**src/rtl/audio_i2s_tx_pkg.sv**
```systemverilog
// Shared audio definitions: frame formats, frame geometry and the per-bit slot decode
// used by serial audio sinks.
package audio_i2s_tx_pkg;

   typedef enum logic [1:0] {
      FMT_I2S  = 2'd0,
      FMT_LJ   = 2'd1,
      FMT_RJ   = 2'd2,
      FMT_MUTE = 2'd3
   } audio_fmt_e;

   localparam int unsigned AUDIO_FRAME_CLKS = 512;
   localparam int unsigned AUDIO_SAMPLE_W   = 16;
   localparam int unsigned AUDIO_SLOT_BITS  = 32;

   // Bit of a 16-bit sample carried at slot bit index b (b=0 is the first bit after LRCK
   // changes). Each format is a 16-bit window starting at a format-specific offset.
   function automatic logic fmt_bit(input logic [15:0] s, input audio_fmt_e fmt,
                                    input logic [4:0] b);
      logic [4:0] first;
      logic [5:0] rel;
      logic       hit;
      unique case (fmt)
         FMT_I2S: first = 5'd1;
         FMT_LJ:  first = 5'd0;
         FMT_RJ:  first = 5'd16;
         default: first = 5'd0;
      endcase
      // Negative offsets wrap into rel[5], offsets past the word land in rel[4].
      rel = {1'b0, b} - {1'b0, first};
      hit = (fmt != FMT_MUTE) && (rel[5:4] == 2'b00);
      return hit & s[~rel[3:0]];
   endfunction

endpackage

```
**src/rtl/audio_frame_timer.sv**
```systemverilog
// Free-running audio frame timebase: one counter split into BCK phase, slot bit index and
// channel, plus frame start/end decodes.
module audio_frame_timer #(
   parameter int unsigned BCK_DIV_LOG2 = 3,
   parameter int unsigned SLOT_BITS    = 32
) (
   input  logic                         clk,
   input  logic                         rst_n,
   output logic                         bck,
   output logic [$clog2(SLOT_BITS)-1:0] bit_idx,
   output logic                         chan,
   output logic                         frame_start,
   output logic                         frame_end
);

   localparam int unsigned BIT_W = $clog2(SLOT_BITS);
   localparam int unsigned CNT_W = BCK_DIV_LOG2 + BIT_W + 1;

   logic [CNT_W-1:0] cnt_q, cnt_d;

   // Power-of-two frame length, so the natural wrap gives the 511 -> 0 rollover.
   always_comb begin
      cnt_d = cnt_q + 1'b1;
   end

   always_ff @(posedge clk) begin
      if (!rst_n) begin
         cnt_q <= '0;
      end else begin
         cnt_q <= cnt_d;
      end
   end

   always_comb begin
      bck         = cnt_q[BCK_DIV_LOG2-1];
      bit_idx     = cnt_q[BCK_DIV_LOG2 +: BIT_W];
      chan        = cnt_q[CNT_W-1];
      frame_start = (cnt_q == '0);
      frame_end   = &cnt_q;
   end

endmodule

```
**src/rtl/audio_i2s_tx.sv**
```systemverilog
// Stereo I2S-style transmitter: captures L/R/fmt once per frame and shifts them out MSB-first
// with registered BCK, LRCK, DATA and the next_sample pacing strobe.
module audio_i2s_tx
   import audio_i2s_tx_pkg::*;
#(
   parameter int unsigned SAMPLE_W     = AUDIO_SAMPLE_W,
   parameter int unsigned BCK_DIV_LOG2 = 3,
   parameter int unsigned SLOT_BITS    = AUDIO_SLOT_BITS
) (
   input  logic                clk,
   input  logic                rst_n,
   input  logic [SAMPLE_W-1:0] left_audio,
   input  logic [SAMPLE_W-1:0] right_audio,
   input  logic [1:0]          fmt,
   output logic                next_sample,
   output logic                i2s_bck,
   output logic                i2s_lrck,
   output logic                i2s_data
);

   localparam int unsigned BIT_W = $clog2(SLOT_BITS);

   logic             bck;
   logic [BIT_W-1:0] bit_idx;
   logic             chan;
   logic             frame_start;
   logic             frame_end;

   audio_frame_timer #(
      .BCK_DIV_LOG2 (BCK_DIV_LOG2),
      .SLOT_BITS    (SLOT_BITS)
   ) u_frame_timer (
      .clk         (clk),
      .rst_n       (rst_n),
      .bck         (bck),
      .bit_idx     (bit_idx),
      .chan        (chan),
      .frame_start (frame_start),
      .frame_end   (frame_end)
   );

   logic [SAMPLE_W-1:0] left_q;
   logic [SAMPLE_W-1:0] right_q;
   audio_fmt_e          fmt_q;
   logic                next_sample_q;
   logic                bck_q;
   logic                lrck_q;
   logic                data_q;
   logic                slot_bit;

   always_comb begin
      slot_bit = fmt_bit(chan ? right_q : left_q, fmt_q, bit_idx);
   end

   // Outputs are decoded from the current count and registered, so all four share one
   // cycle of lag. The hold registers load on the last cycle of a frame so the whole next
   // frame uses a single sample pair and format.
   always_ff @(posedge clk) begin
      if (!rst_n) begin
         left_q        <= '0;
         right_q       <= '0;
         fmt_q         <= FMT_MUTE;
         next_sample_q <= 1'b0;
         bck_q         <= 1'b0;
         lrck_q        <= 1'b0;
         data_q        <= 1'b0;
      end else begin
         if (frame_end) begin
            left_q  <= left_audio;
            right_q <= right_audio;
            fmt_q   <= audio_fmt_e'(fmt);
         end
         next_sample_q <= frame_start;
         bck_q         <= bck;
         lrck_q        <= chan;
         data_q        <= slot_bit;
      end
   end

   assign next_sample = next_sample_q;
   assign i2s_bck     = bck_q;
   assign i2s_lrck    = lrck_q;
   assign i2s_data    = data_q;

endmodule

```
**config.mk**
```make
export PLATFORM = sky130hd
export DESIGN_NAME = audio_i2s_tx
export DESIGN_NICKNAME = d
export VERILOG_FILES = /design/src/rtl/audio_i2s_tx_pkg.sv /design/src/rtl/audio_frame_timer.sv /design/src/rtl/audio_i2s_tx.sv
export SDC_FILE = /design/constraint.sdc
export NUM_CORES = 1
export LEC_CHECK = 0
export BUFFER_PORTS_ARGS = -buffer_cell sky130_fd_sc_hd__buf_2
export CORE_MARGIN = 2
export CORE_UTILIZATION = 43
export DETAILED_ROUTE_END_ITERATION = 10
export GPL_ROUTABILITY_DRIVEN = 0
export GPL_TIMING_DRIVEN = 0
export PLACE_DENSITY = 0.71
export SYNTH_ARGS = -nofsm -noshare
export SYNTH_HDL_FRONTEND = slang
export SYNTH_SLANG_ARGS = --single-unit
```
**constraint.sdc**
```tcl
create_clock -name clk -period 2.63 [get_ports clk]
set_input_delay 0.1315 -clock clk [delete_from_list [all_inputs] [get_ports clk]]
set_output_delay 0.1315 -clock clk [all_outputs]
set_load 0.01 [all_outputs]
```
==> results of run 1 <==
worst max-delay path, stage by stage, from the launching register on:
cell	delay, ps
dfxtp_1	420
inv_1	90
ha_1	220
ha_1	290
buf_6	130
mux4_1	570
and3_2	230
o41a_1	300
o21a_1	180
cell usage after synthesis, drive strengths merged, types with 2 or more instances:
master | number | share of area, %
and2 | 9 | 2.6
and3 | 3 | 0.91
buf | 5 | 1.7
clkbuf | 8 | 1.4
dfxtp | 47 | 43
ha | 6 | 3.4
inv | 5 | 0.85
mux2i | 34 | 15
mux4 | 8 | 9.2
nand2 | 6 | 1.0
nand3 | 8 | 1.8
nor2 | 3 | 0.51
nor2b | 33 | 9.4
nor3 | 2 | 0.45
nor3b | 4 | 1.4
nor4b | 2 | 0.79
xnor2 | 6 | 2.4
xor2 | 3 | 1.2
stage by stage:
step | hold WS, ps | std cells
floorplan | 260 | 201
global placement | 349 | 310
detailed placement | 352 | 310
CTS | 47.4 | 318
global route | 40.0 | 317
finish | 45.7 | 317
flip-flops by register name, indices dropped and copies added (netlist names):
signal,count
fmt_q,2
u_frame_timer.cnt_q,9
i2s_data,1
i2s_bck,1
left_q,16
i2s_lrck,1
right_q,16
next_sample,1
where the power goes:
group / switching (mW) / internal (mW)
clock network: 0.233 / 0.240
registers: 0.00487 / 0.717
logic: 0.0246 / 0.0353
total: 0.263 / 0.992
metal layers:
layer	vias to the layer above	wire, um	GRT usage [%]
met5	-	0	0
met4	0	46	4.68
met3	4	235	5.03
met2	34	2010	25.7
met1	727	1800	20.7
li1	783	-	-
cell type report:
type	instances	area share (%)
flip-flops and latches	47	36.4
clock buffers	8	3.87
inverters	5	0.726
repair buffers	39	7.55
well taps	70	3.39
multi-input cells	136	45.6
plain buffers	12	2.47
layout by cell type (no fill, tap or decap), types with 2 or more instances in the layout:
cell type  count
and2_1         8
clkbuf_1       8
nor2b_1       33
xor2_1         3
mux4_1         6
nor3b_1        4
buf_2         42
buf_6          2
ha_1           6
nand2_1        6
mux4_2         2
nor2_1         3
nand3_1        8
nor3_1         2
xnor2_1        6
clkbuf_8       7
and3_1         2
inv_1          5
nor4b_1        2
mux2i_1       34
dfxtp_1       47
how the worst min path moves through the flow:
stage	to	slack, ps	cells past startpoint	startpoint
detailed placement	fmt_q[0]$_SDFFE_PN1P_	350	3	fmt[0]
floorplan	fmt_q[0]$_SDFFE_PN1P_	260	2	fmt[0]
global route	fmt_q[1]$_SDFFE_PN1P_	40	3	fmt[1]
finish	fmt_q[1]$_SDFFE_PN1P_	50	3	fmt[1]
global placement	fmt_q[0]$_SDFFE_PN1P_	350	3	fmt[0]
CTS	fmt_q[0]$_SDFFE_PN1P_	50	3	fmt[0]
logic make-up after synthesis:
group                      share of synthesized area [%]
adders and majority gates                           3.40
muxes                                               24.6
buffers and inverters                               3.91
AOI/OAI and AO/OA                                   2.04
and+or+nand+nor                                     19.8
xor gates and xnor gates                            3.57
DFF                                                 42.6
==> results.sh, run 1 <==
export IMPL_crit_fanout=7
export IMPL_r2r_slack_ps=90
export IMPL_final_area_um2=2590
export IMPL_required_ps=2820
export IMPL_synthArstFlopShare_pct=0
export IMPL_setup_tns_ps=0
export IMPL_place_area_um2=2490
export IMPL_via_per_inst=4.88
export IMPL_final_setup_skew_ps=4.26
export IMPL_start_kind="flop"
export IMPL_fmax_ghz=0.394
export IMPL_core_um2=5040
export IMPL_maxSlewHeadroom_pct=70.0
export IMPL_ctsResizeCount=0
export IMPL_drt_iter0_markers=73
export IMPL_antenna_left=0
export IMPL_setup_worst_path_start="u_frame_timer.cnt_q[3]$_SDFF_PN0_"
export IMPL_timing_rr_end="i2s_data$_SDFF_PN0_"
export IMPL_area_growth_pct=17.2
export IMPL_yosysWarnings=0
export IMPL_finalPower_mw=1.26
export IMPL_synthCells=201
export IMPL_die_y_um=75.6
export IMPL_reg2regPathDepth=8
export IMPL_htreeDepth=2
export IMPL_grt_pass1_vias=1457
export IMPL_grt_usage_pct=16.0
export IMPL_cts_tree="yes"
export IMPL_fp_row_count=26
export IMPL_setup_ws_ps=92.8
export IMPL_crit_arrival_ps=2720
export IMPL_start_util_pct=43.8
export IMPL_place_ws_ps=92.1
export IMPL_clock_path_buffers=2
export IMPL_rsz0062_at_grt="no"
export IMPL_worstMarginPinSlew_ps=451
export IMPL_vias=1548
export IMPL_leakagePower_nw=0.988
export IMPL_cts_setup_buffers=0
export IMPL_crit_path_end_kind="flop"
export IMPL_grt_overflow=0
export IMPL_hold_violations=0
export IMPL_cts_sinks=47
export IMPL_yosysUniqueCellTypes=31
export IMPL_powerDensity_nw_per_um2=485
export IMPL_cts_made_buffers=5
export IMPL_grt_pass1_wl_um=6820
export IMPL_fin_crit_sh_pct=96.5
export IMPL_crit_end="i2s_data$_SDFF_PN0_"
export IMPL_grt_max_degree=14
export IMPL_critical_path_class="reg2reg"
export IMPL_io_pin_count=40
export IMPL_wl_per_cell_um=12.9
export IMPL_multi_input_area_um2=1180
export IMPL_synthFlopType="dfxtp_1"
export IMPL_numPortBuffers=39
export IMPL_clkLatencyLatePin_ps=290
export IMPL_syn_avg_cell_area_um2=11.0
export IMPL_synth_edf_count=0
export IMPL_r2r_start="u_frame_timer.cnt_q[3]$_SDFF_PN0_"
export IMPL_syn_area_um2=2210
export IMPL_synth_seq_area_share_pct=42.6
export IMPL_drc=0
export IMPL_routed_wl_um=4090
export IMPL_fillers=495
export IMPL_die_w_um=75.6
export IMPL_dieArea_um2=5720
export IMPL_min_path_type="in2reg"
export IMPL_min_period_ps=2540
export IMPL_finalSetupViolations=0
export IMPL_layout_nets=288
export IMPL_cap_viol_max_count=0
export IMPL_final_core_util_pct=51.3
export IMPL_slew_violations=0
export IMPL_yosys_register_bits=47
export IMPL_antenna_found_initial=0
export IMPL_dp_hpwl_um=3060
export IMPL_drt_pass1_iterations=4
export IMPL_clk_pin_slew_ps=80
export IMPL_antenna_cells=0
export IMPL_syn_num_nets=243
export IMPL_cts_hold_fix_buffers=0
export IMPL_vdd_drop_max_mv=0.259
export IMPL_status="completed"
export IMPL_ff_latch_area_um2=941
export IMPL_cts_root_buf="clkbuf_8"
export IMPL_drive_gt1_share_pct=22.7
(Power assumes the default switching activity.)
==> inputs of run 2 (changes only) <==
--- a/config.mk
+++ b/config.mk
@@ -6,8 +6,8 @@
 export NUM_CORES = 1
 export LEC_CHECK = 0
 export BUFFER_PORTS_ARGS = -buffer_cell sky130_fd_sc_hd__buf_2
-export CORE_MARGIN = 2
 export CORE_UTILIZATION = 43
+export CTS_CLUSTER_DIAMETER = 100
 export DETAILED_ROUTE_END_ITERATION = 10
 export GPL_ROUTABILITY_DRIVEN = 0
 export GPL_TIMING_DRIVEN = 0
==> run 2 against run 1 <==
Compared with the run above:
- routed wire length is 0.66% higher
- global-route usage increased by 1.0 points
- count of clock-buffer cells in the layout shrank 2
- critical endpoint unchanged
- largest cell class unchanged
==> results.sh, run 2 (same netlist as run 1, synthesis figures left out) <==
export IMPL_status="completed"
export IMPL_r2r_slack_ps=140
export IMPL_dp_hpwl_um=3020
export IMPL_worstMarginPinSlew_ps=452
export IMPL_antenna_cells=0
export IMPL_fmax_ghz=0.402
export IMPL_final_setup_skew_ps=6.79
export IMPL_grt_max_degree=15
export IMPL_clock_path_buffers=2
export IMPL_cts_tree="yes"
export IMPL_maxSlewHeadroom_pct=69.9
export IMPL_required_ps=2820
export IMPL_hold_violations=0
export IMPL_slew_violations=0
export IMPL_finalSetupViolations=0
export IMPL_start_kind="flop"
export IMPL_min_to="fmt_q[0]$_SDFFE_PN1P_"
export IMPL_vias=1532
export IMPL_reg2regPathDepth=8
export IMPL_start_util_pct=45.8
export IMPL_cts_setup_buffers=0
export IMPL_clk_pin_slew_ps=90
export IMPL_powerDensity_nw_per_um2=469
export IMPL_vdd_drop_max_mv=0.359
export IMPL_numPortBuffers=39
export IMPL_cts_sinks=47
export IMPL_drive_gt1_share_pct=23.0
export IMPL_holdPathStages=3
export IMPL_die_w_um=73.6
export IMPL_antenna_found_initial=0
export IMPL_fp_row_count=25
export IMPL_crit_path_end_kind="flop"
export IMPL_area_growth_pct=16.6
export IMPL_layout_nets=289
export IMPL_clkLatencyLatePin_ps=300
export IMPL_layout_common_cells="dfxtp_1 (46), buf_2 (42), mux2i_1 (34)"
export IMPL_cts_hold_fix_buffers=0
export IMPL_via_per_inst=4.86
export IMPL_rsz0062_at_grt="no"
export IMPL_drt_pass1_iterations=4
export IMPL_htreeDepth=2
export IMPL_cts_made_buffers=5
export IMPL_fin_crit_sh_pct=94.7
export IMPL_layout_commonest_cell="dfxtp_1"
export IMPL_dieArea_um2=5420
export IMPL_die_y_um=73.6
export IMPL_grt_pass1_vias=1429
export IMPL_cts_root_buf="clkbuf_8"
export IMPL_antenna_left=0
export IMPL_timing_rr_end="i2s_data$_SDFF_PN0_"
export IMPL_final_area_um2=2570
export IMPL_setup_tns_ps=0
export IMPL_cap_viol_max_count=0
export IMPL_reg_largest_list="left_q: 16 flops, right_q: 16 flops, u_frame_timer.cnt_q: 9 flops"
export IMPL_drt_iter0_markers=86
export IMPL_routed_wl_um=4120
export IMPL_place_area_um2=2490
export IMPL_wl_per_cell_um=13.1
export IMPL_critical_path_class="reg2reg"
export IMPL_grt_overflow=0
export IMPL_core_um2=4820
export IMPL_crit_arrival_ps=2680
export IMPL_min_period_ps=2490
export IMPL_grt_usage_pct=17.0
export IMPL_drc=0
export IMPL_crit_fanout=7
export IMPL_io_pin_count=40
export IMPL_min_path_type="in2reg"
export IMPL_r2r_start="u_frame_timer.cnt_q[3]$_SDFF_PN0_"
export IMPL_leakagePower_nw=0.979
export IMPL_grt_pass1_wl_um=6800
export IMPL_min_from="fmt[0]"
==> run 2: area by class of cell <==
class	count	area [um^2]
Timing Repair Buffer	39	195
Buffer	13	67.6
Multi-Input combinational cell	136	1180
Clock buffer	6	72.6
Sequential cell	47	942
Fill cell	470	2240
Inverter	5	18.8
Clock inverter	2	12.5
Tap cell	67	83.8
==> run 2: worst max-delay path by stage <==
stage | startpoint | end | slack [ps] | depth (start not counted)
4_1_cts | u_frame_timer.cnt_q[3]$_SDFF_PN0_ | i2s_data$_SDFF_PN0_ | 100 | 8
3_3_place_gp | u_frame_timer.cnt_q[3]$_SDFF_PN0_ | i2s_data$_SDFF_PN0_ | 90 | 8
5_1_grt | u_frame_timer.cnt_q[5]$_SDFF_PN0_ | fmt_q[0]$_SDFFE_PN1P_ | 3 | 9
6_report | u_frame_timer.cnt_q[3]$_SDFF_PN0_ | i2s_data$_SDFF_PN0_ | 140 | 8
3_5_place_dp | u_frame_timer.cnt_q[3]$_SDFF_PN0_ | i2s_data$_SDFF_PN0_ | 110 | 8
2_1_floorplan | u_frame_timer.cnt_q[3]$_SDFF_PN0_ | i2s_data$_SDFF_PN0_ | 300 | 8
==> run 2: routing by layer <==
metal	track usage, %	part of all wire [%]	up-vias
met5	0	0	-
met4	7.05	1.7	0
met3	4.53	5.2	4
met2	25.5	47	34
met1	23.1	46	707
li1	-	-	787
==> run 2: report_power, final <==
| part | internal (mW) | switching [mW] | total (mW) |
|---|---|---|---|
| Combinational | 0.0355 | 0.0246 | 0.0601 |
| Sequential | 0.717 | 0.00511 | 0.722 |
| Clock | 0.186 | 0.238 | 0.424 |
| Total | 0.938 | 0.267 | 1.21 |
==> run 2: what timing repair did <==
item | 4_1_cts | 5_1_grt
endpoints found under the hold margin | 0 | 0
endpoints found under the setup margin | 0 | 1
resized for setup | 0 | 1
==> run 2: stage by stage <==
step                      utilization [%]  setup slack, ps  hold WS [ps]  total power [mW]  std cells
after global routing                 53.4             2.62          64.0              1.26        315
after detailed placement             51.6              111           355             0.799        307
after CTS                            53.4             95.9          46.1              1.22        315
after floorplan                         -              298           260             0.763        201
final                                53.4              140          52.2              1.21        315
after global placement               51.6             92.2           349             0.799        307
==> run 2: worst max-delay path, stage by stage, from the launching register on <==
cell     delay (ps)
dfxtp_2         380
inv_1            70
ha_1            220
ha_1            290
buf_6           130
mux4_1          560
and3_2          230
o41a_1          300
o21a_1          190
==> inputs of run 3 (changes only) <==
--- a/config.mk
+++ b/config.mk
@@ -12,6 +12,7 @@
 export GPL_ROUTABILITY_DRIVEN = 0
 export GPL_TIMING_DRIVEN = 0
 export PLACE_DENSITY = 0.71
+export REMOVE_ABC_BUFFERS = 1
 export SYNTH_ARGS = -nofsm -noshare
 export SYNTH_HDL_FRONTEND = slang
 export SYNTH_SLANG_ARGS = --single-unit
==> run 3 against run 2 <==
Compared with the run above:
- first-iteration DRC count down 47%
- clock power up 11%
- power up 3.7%
- count of clock-buffer cells in the layout up 2
- clock skew down 2.0 ps
- routed wire length down 5.2%
- maximum frequency down 0.17%
- register-to-register slack about the same
- setup slack worse by 4.3 ps
- cell count down 3.8%
- critical endpoint unchanged
==> results.sh, run 3 (same netlist as run 1, synthesis figures left out) <==
export IMPL_swShare_pct=20.7
export IMPL_grt_pass1_wl_um=6490
export IMPL_p_int_mw=0.991
export IMPL_required_ps=2830
export IMPL_min_path_type="in2reg"
export IMPL_rsz0062_at_grt="no"
export IMPL_maxSlewHeadroom_pct=57.0
export IMPL_crit_fanout=7
export IMPL_dieArea_um2=5420
export IMPL_routed_wl_met3_um=163
export IMPL_clkPwrFrac_pct=37.7
export IMPL_leakagePower_nw=0.955
export IMPL_cts_root_buf="clkbuf_8"
export IMPL_vdd_drop_max_mv=0.292
export IMPL_setup_worst_path_start="u_frame_timer.cnt_q[3]$_SDFF_PN0_"
export IMPL_min_period_ps=2490
export IMPL_grt_usage_pct=15.9
export IMPL_wl_per_cell_um=12.9
export IMPL_critical_path_class="reg2reg"
export IMPL_die_w_um=73.6
export IMPL_place_inst=295
export IMPL_start_kind="flop"
export IMPL_fp_row_count=25
export IMPL_via_per_inst=4.90
export IMPL_fmax_ghz=0.401
export IMPL_numPortBuffers=39
export IMPL_pwr_share_seq_pct=57.7
export IMPL_grt_max_degree=48
export IMPL_cap_viol_max_count=0
export IMPL_area_growth_pct=15.3
export IMPL_final_core_util_pct=52.8
export IMPL_finalSetupViolations=0
export IMPL_layout_commonest_cell="dfxtp_1"
export IMPL_cts_setup_buffers=0
export IMPL_dp_hpwl_um=2660
export IMPL_reg_largest_list="left_q: 16 flops, right_q: 16 flops, u_frame_timer.cnt_q: 9 flops"
export IMPL_hold_violations=0
export IMPL_start_util_pct=45.8
export IMPL_final_area_um2=2540
export IMPL_topRoutingLayerUsed="met4"
export IMPL_vias=1485
export IMPL_route_met2_wl_um=1830
export IMPL_cts_sinks=47
export IMPL_antenna_found_initial=0
export IMPL_layoutNonFillerInstCount=303
export IMPL_cts_hold_fix_buffers=0
export IMPL_clk_pin_slew_ps=80
export IMPL_drt_pass1_iterations=4
export IMPL_slew_violations=0
export IMPL_min_from="fmt[0]"
export IMPL_grt_pass1_vias=1420
export IMPL_grt_overflow=0
export IMPL_fin_crit_sh_pct=94.9
export IMPL_die_y_um=73.6
export IMPL_io_pin_count=40
export IMPL_final_setup_skew_ps=4.75
export IMPL_cts_tree="yes"
export IMPL_clock_path_buffers=2
export IMPL_routed_wl_um=3910
export IMPL_core_um2=4820
export IMPL_crit_arrival_ps=2690
export IMPL_status="completed"
export IMPL_drive_gt1_share_pct=23.3
export IMPL_worstMarginPinSlew_ps=646
export IMPL_powerDensity_nw_per_um2=491
export IMPL_cts_made_buffers=5
export IMPL_layout_nets=277
export IMPL_wl_met1_um=1860
export IMPL_antenna_cells=0
export IMPL_crit_path_end_kind="flop"
export IMPL_place_area_um2=2440
export IMPL_switchingPower_mw=0.259
export IMPL_pwr_share_comb_pct=4.5
export IMPL_htreeDepth=2
export IMPL_antenna_left=0
export IMPL_layout_common_cells="dfxtp_1 (46), buf_2 (39), mux2i_1 (34)"
export IMPL_whs_ps=50.6
export IMPL_drc=0
export IMPL_r2r_start="u_frame_timer.cnt_q[3]$_SDFF_PN0_"
export IMPL_clkLatencyLatePin_ps=300
export IMPL_drt_iter0_markers=46
## run 3: timing repair
action	in CTS	in global routing
hold endpoints to repair	0	0
endpoints found under the setup margin	1	1
resized for setup	1	1
## run 3: final cells by class
| cell class | count | area, um^2 |
|---|---|---|
| repair buffers | 40 | 215 |
| fillers | 462 | 2270 |
| inverters | 5 | 18.8 |
| multi-input cells | 136 | 1180 |
| flip-flops and latches | 47 | 942 |
| well taps | 67 | 83.8 |
| clock buffers | 8 | 100 |
## run 3: path summary, 6_finish.rpt
kind                       endpoint  depth (start not counted)  slack, ps
max             i2s_data$_SDFF_PN0_                          7        140
min           fmt_q[0]$_SDFFE_PN1P_                          3         50
max reg2reg     i2s_data$_SDFF_PN0_                          7        140
min reg2reg  next_sample$_SDFF_PN0_                          1        490
## run 3: power groups by stage
stage / Clock (mW) / Combinational (mW) / Sequential [mW]
after floorplan: 0 / 0.0183 / 0.739
after global placement: 0 / 0.0575 / 0.738
after detailed placement: 0 / 0.0576 / 0.738
after CTS: 0.481 / 0.0579 / 0.722
after global routing: 0.515 / 0.0625 / 0.723
final: 0.472 / 0.0567 / 0.722
## run 3: layer usage
metal / up-vias / global-route usage (%)
li1: 765 / -
met2: 28 / 25.2
met3: 6 / 4.80
met1: 686 / 20.4
met4: 0 / 5.77
met5: - / 0
## run 3: stage by stage
step / setup WS, ps / setup TNS, ps / total power [mW]
CTS: 50.4 / 0 / 1.26
detailed placement: 17.1 / 0 / 0.796
floorplan: 145 / 0 / 0.757
finish: 135 / 0 / 1.25
global placement: -386 / -12080 / 0.796
global route: 36.5 / 0 / 1.30
## run 3: worst max-delay path, stage by stage (launching register included)
cell and delay, ps:
dfxtp_2 380, inv_1 70, ha_1 220, ha_2 430
mux4_2 530, nor3b_1 150, o41a_1 430, o21a_1 170
